==> src/rtl/ccff_word_loader.sv <==
// Word-parallel configuration loader: shifts WORD_W-bit words into a shadow
// register and commits the whole chain to mem_out in a single edge.
module ccff_word_loader #(
    parameter int CHAIN_LEN = 16,
    parameter int WORD_W    = 4
) (
    input  logic                 prog_clk,
    input  logic                 prog_reset,
    input  logic                 start,
    input  logic                 in_valid,
    input  logic [WORD_W-1:0]    in_data,
    output logic                 in_ready,
    output logic [CHAIN_LEN-1:0] mem_out,
    output logic [CHAIN_LEN-1:0] mem_outb,
    output logic                 busy,
    output logic                 done
);

    localparam int NWORDS = CHAIN_LEN / WORD_W;
    localparam int CNT_W  = (NWORDS > 1) ? $clog2(NWORDS) : 1;
    localparam logic [CNT_W-1:0] LAST_CNT = CNT_W'(NWORDS - 1);

    typedef enum logic [1:0] {
        ST_IDLE   = 2'd0,
        ST_SHIFT  = 2'd1,
        ST_COMMIT = 2'd2
    } state_t;

    state_t               r_state;
    logic [CNT_W-1:0]     r_cnt;
    logic [CHAIN_LEN-1:0] r_shadow;
    logic [CHAIN_LEN-1:0] r_mem;
    logic [CHAIN_LEN-1:0] r_memb;
    logic                 r_done;
    logic [CHAIN_LEN-1:0] w_shadow_next;

    // Single-word chains have no older bits to keep, so the slice would be empty.
    generate
        if (NWORDS > 1) begin : g_multi
            assign w_shadow_next = {r_shadow[CHAIN_LEN-WORD_W-1:0], in_data};
        end else begin : g_single
            assign w_shadow_next = in_data;
        end
    endgenerate

    // Load sequencer, shadow shift register and commit of the live configuration.
    always_ff @(posedge prog_clk) begin
        if (prog_reset) begin
            r_state  <= ST_IDLE;
            r_cnt    <= '0;
            r_shadow <= '0;
            r_mem    <= '0;
            r_memb   <= '1;
            r_done   <= 1'b0;
        end else begin
            r_done <= 1'b0;
            case (r_state)
                ST_IDLE: begin
                    if (start) begin
                        r_state <= ST_SHIFT;
                        r_cnt   <= '0;
                    end
                end
                ST_SHIFT: begin
                    if (in_valid) begin
                        r_shadow <= w_shadow_next;
                        // Counter parks on the last index instead of wrapping.
                        if (r_cnt == LAST_CNT) begin
                            r_state <= ST_COMMIT;
                        end else begin
                            r_cnt <= r_cnt + 1'b1;
                        end
                    end
                end
                ST_COMMIT: begin
                    r_mem   <= r_shadow;
                    r_memb  <= ~r_shadow;
                    r_done  <= 1'b1;
                    r_state <= ST_IDLE;
                end
                default: begin
                    r_state <= ST_IDLE;
                end
            endcase
        end
    end

    assign in_ready = (r_state == ST_SHIFT);
    assign busy     = (r_state == ST_SHIFT) || (r_state == ST_COMMIT);
    assign mem_out  = r_mem;
    assign mem_outb = r_memb;
    assign done     = r_done;

endmodule

==> config.mk <==
export PLATFORM = sky130hd
export DESIGN_NAME = ccff_word_loader
export DESIGN_NICKNAME = d
export VERILOG_FILES = /design/src/rtl/ccff_word_loader.sv
export SDC_FILE = /design/constraint.sdc
export NUM_CORES = 1
export LEC_CHECK = 0
export CELL_PAD_IN_SITES_DETAIL_PLACEMENT = 0
export CELL_PAD_IN_SITES_GLOBAL_PLACEMENT = 1
export CORE_UTILIZATION = 33
export DETAILED_ROUTE_END_ITERATION = 8
export GPL_TIMING_DRIVEN = 0
export PLACE_DENSITY = 0.78
export RECOVER_POWER = 100
export SLEW_MARGIN = 20
export SYNTH_ARGS = -nofsm -noshare
export SYNTH_HDL_FRONTEND = slang
export SYNTH_SLANG_ARGS = --single-unit
==> constraint.sdc <==
create_clock -name prog_clk -period 1.45 [get_ports prog_clk]
set_input_delay 0.2175 -clock prog_clk [delete_from_list [all_inputs] [get_ports prog_clk]]
set_output_delay 0.2175 -clock prog_clk [all_outputs]
set_load 0.01 [all_outputs]
==> results.md <==
- The flow ran to the end, and the final reports show no timing, DRC or antenna violations.
- The clock root buffer is clkbuf_8.
- For this design the total switching power over the nets is 0.742 mW.
- The min-delay analysis places its worst path in the category primary input to flop.
- The detailed router finished its first iteration with 90 violations.
- The final RePlAce weighted congestion is 0.757.
- The count of final hold-check violations is 0.
- The clock network burns 31.6% of the power.
- Between clock sinks in the finished design, the worst skew comes to 0.00594 ns.
- At the end of the flow the core is filled with cells to 46.9%.
- The depth of the worst register-to-register path is 5.
- The number of register bits inferred by synthesis is 53.
- The final-report max-slew violation count is 0.
- For this run, the number of Yosys warnings is 0.
- The number of nets in the final layout is 284.
- The number of setup violations in the final report is 0.
- Counting the buffers created by CTS gives 5.
- Buffers placed on the I/O ports in this run total 42.
- The distinct cell type count of the synthesized netlist is 22.
- The pin count of the biggest net entering global routing is 17.
- The leakage power figure is 0.901 nW.
- The number of vias per cell after detailed routing is 4.66.
- The initialized floorplan defines 27 standard-cell rows.
- The total nets after synthesis is 236.
- The endpoint identified for the worst register-to-register timing path is r_cnt[1]$_SDFFE_PP0P_.
- After clock tree synthesis, the clock-pin slew on the worst setup and hold paths is 0.10 ns.
- The number of filler instances in the final layout is 572.
- The final critical-path share of the clock period is 97.8%.
- Detailed routing inserted a total of 1602 vias.
- The internal power of the cells totals 2.06 mW.
- The number of H-tree branching levels is 2.
- The worst reg-to-reg setup slack is 0.04 ns.
- The finished layout holds 344 standard cells, fillers aside.
- The critical path in this run is classified as flop to output port.
- The library cell contributing the largest single delay on the critical path is clkdlybuf4s50_1.
- The critical-path maximum fanout is 2.
- Once the floorplan was initialized, standard cells occupied 34.6% of the core.
- For the pin with the worst max-slew slack, the measured transition is 0.501 ns.
- The number of inserted diodes is 0.
- The global routing usage on met1 is 22.5%.
- The synthesized netlist occupies a cell area of 0.00192 mm2.
- The end point of the most critical hold path is r_shadow[0]$_SDFFE_PP0P_.
- The number of routed nets with antenna violations is 0.
- The full die area is 0.00611 mm2.
- The fmax is 705 MHz.
- The number of cells on the critical path is 1.
- For this run, the register share of the synthesized area comes to 55.4%.
- The buffer and inverter count on the worst path is 1.
- After detailed routing, the total wire length is 4540 um.
- The number of sinks on the clock net is 53.
- The half-perimeter wire length of the detailed placement result is 3110 um.
- The part of the power in combinational logic is 14.4%.
- The area added between synthesis and finish is 35.6%.
- The number of hold-repair buffers added at the cts stage is 0.
- Global routing used 3.26% of the available met3 tracks.
- The number of optimization iterations in the first detailed-route pass is 4.
- The number of cells traversed by the worst hold path is 3.
- The DRC violation count after routing is 0.
- From left edge to right edge, the die measures 78.2 um.
- At the placement stage, the worst setup path has a slack of -0.302 ns.
- The routing usage on met2 is 24.7%.
- The total routing usage reported by global routing is 16.1%.
- The via count of the first global-routing pass came to 1510.
- The startpoint identified for the worst hold timing path is in_data[0].
- At the worst endpoint, the required time is 1.23 ns.
- The number of maximum-capacitance violations is 0.
- The delay of the slowest cell on the worst path is 0.54 ns.
- The number of antenna violations at the first check in global routing came to 0.
- The peak ir drop on the vdd network is 0.363 mV.
- The cell family contributing the most delay on the critical path is buffers and inverters.
- Setup repair after global routing could not meet its margin everywhere.
- The ratio of cells with drive above 1 in the final layout is 11.4%.
- The post-synthesis instance total is 223.
- The power after layout is 2.80 mW.
- The first global-routing pass estimated 7590 um of wire.
- Net switching is 26.5% of the power.
- 43 I/O pins were placed.
- The area of the core is 0.00554 mm2.
- The clock tree from TritonCTS is yes.
- In this run the most used layer during global routing was met2.
- The maximum root-to-sink buffer count is 2.
- The startpoint identified for the worst register-to-register timing path is r_state[0]$_SDFFE_PP0P_.
- The die is 78.2 um tall.
- Each instance of the synthesized netlist takes up on average 8.59 um2.
- Walking the worst path, the cells encountered are clkdlybuf4s50_1.
- In this run the power density over the cells is 1080 mW/mm2.
- The worst setup path is launched from a flop.
- The detail-routed net length per standard cell is 13.2 um.
- Clock latency on the worst-skew pair, taken at its later pin, is 0.31 ns.
- The relative slew slack is 66.6%.
- The worst path needs 1.42 ns of the cycle, external delays included.
- The setup total negative slack is 0 ns.
- In the post-route analysis, the smallest setup slack over all paths is 0.0319 ns.
- The overflow left after global routing is 0.
- The type of element capturing the critical path is an output port.
- After detailed placement, the design holds a cell count of 337.
- The proportion of power drawn by flip-flops and latches is 54.0%.
- The data arrival time of the critical path is 1.20 ns.
-- final cells by class --
type	count	area (um2)	area share (%)
Sequential cell	53	1070	41.0
Buffer	10	66.3	2.55
Timing Repair Buffer	44	442	17.0
Clock inverter	2	13.8	0.530
Inverter	5	21.3	0.819
Tap cell	72	90.1	3.47
Clock buffer	6	82.6	3.18
Multi-Input combinational cell	152	816	31.4
-- stage by stage --
step	hold WS (ns)	instance area (um2)
finish	0.455	2600
detailed placement	0.447	2430
global route	0.464	2600
floorplan	0.353	1920
global placement	0.448	2430
CTS	0.442	2530
-- what timing repair did --
| item | CTS | global route |
|---|---|---|
| endpoints found under the setup margin | 40 | 49 |
| buffers inserted | 0 | 2 |
| pin swaps | 0 | 1 |
| gates resized for setup | 14 | 34 |
-- worst reg2reg max path: stages, from the launching register on --
cell     delay, ns
dfxtp_4       0.38
buf_12        0.13
ha_4          0.16
and2_4        0.14
or3_4         0.36
o31ai_2       0.17
-- cell usage after synthesis --
cell type  count  area share, %
nand2_1       66             13
o311ai_0       2           0.91
and2_4         1           0.46
dfxtp_1       53             55
or2b_1         1           0.39
and2_1         1           0.33
clkbuf_8       1           0.72
a21oi_1       34            8.9
or3_1          2           0.65
o31ai_1        1           0.39
nor2b_1        2           0.65
a211oi_1       2           0.78
a21bo_2        1           0.52
clkbuf_2       1           0.26
inv_1          4           0.78
buf_2          2           0.52
mux2i_1        1           0.52
nand2b_1      16            5.2
clkinv_1       1           0.20
ha_1           5            3.3
o21ai_0       17            4.4
clkbuf_1       9            1.8
-- sequential cells by signal (all words and copies together) (netlist names) --
signal and flops:
done 1, r_cnt 2, mem_outb 16, mem_out 16
r_shadow 16, r_state 2
-- how the worst max path moves through the flow --
| stage | startpoint | end | slack, ns |
|---|---|---|---|
| finish | mem_outb[7]$_SDFFE_PP1P_ | mem_outb[7] | 0.03 |
| global placement | r_state[0]$_SDFFE_PP0P_ | mem_outb[4]$_SDFFE_PP1P_ | -0.25 |
| detailed placement | r_state[0]$_SDFFE_PP0P_ | mem_outb[5]$_SDFFE_PP1P_ | -0.30 |
| CTS | r_state[1]$_SDFFE_PP0P_ | r_cnt[1]$_SDFFE_PP0P_ | -0.03 |
| global route | r_state[0]$_SDFFE_PP0P_ | r_cnt[1]$_SDFFE_PP0P_ | -0.03 |
| floorplan | r_state[1]$_SDFFE_PP0P_ | r_cnt[1]$_SDFFE_PP0P_ | 0.05 |
-- logic make-up after synthesis --
family                   share of synthesized area (%)
buffers and inverters                             4.24
flip-flops                                        55.4
adder cells (fa/ha/maj)                           3.27
AO/OA/AOI/OAI                                     15.9
multiplexers                                     0.523
AND/OR/NAND/NOR                                   20.6
-- layer usage --
metal	wire (um)	part of all wire, %
met5	0	0
met3	163	3.6
met2	1990	44
met4	44	0.97
met1	2340	52
-- cell usage in the layout, fill, tap and decap left out, types with 2 or more instances in the layout --
cell type / n
ha_4: 2
dfxtp_1: 51
nor2b_1: 2
clkbuf_2: 4
clkdlybuf4s25_1: 13
ha_2: 2
a21oi_1: 34
nand2_1: 65
a211oi_1: 2
inv_1: 2
nand2b_1: 16
clkbuf_8: 8
clkbuf_1: 3
clkdlybuf4s50_1: 26
o21ai_0: 16
-- power groups by stage --
stage          logic, mW  clock network, mW  registers, mW
3_5_place_dp       0.353                  0           1.53
4_1_cts            0.359              0.903           1.50
2_1_floorplan      0.220                  0           1.53
5_1_grt            0.448              0.968           1.51
3_3_place_gp       0.350                  0           1.53
6_report           0.403              0.885           1.51
Note: power is estimated with default switching activity, not from simulation.
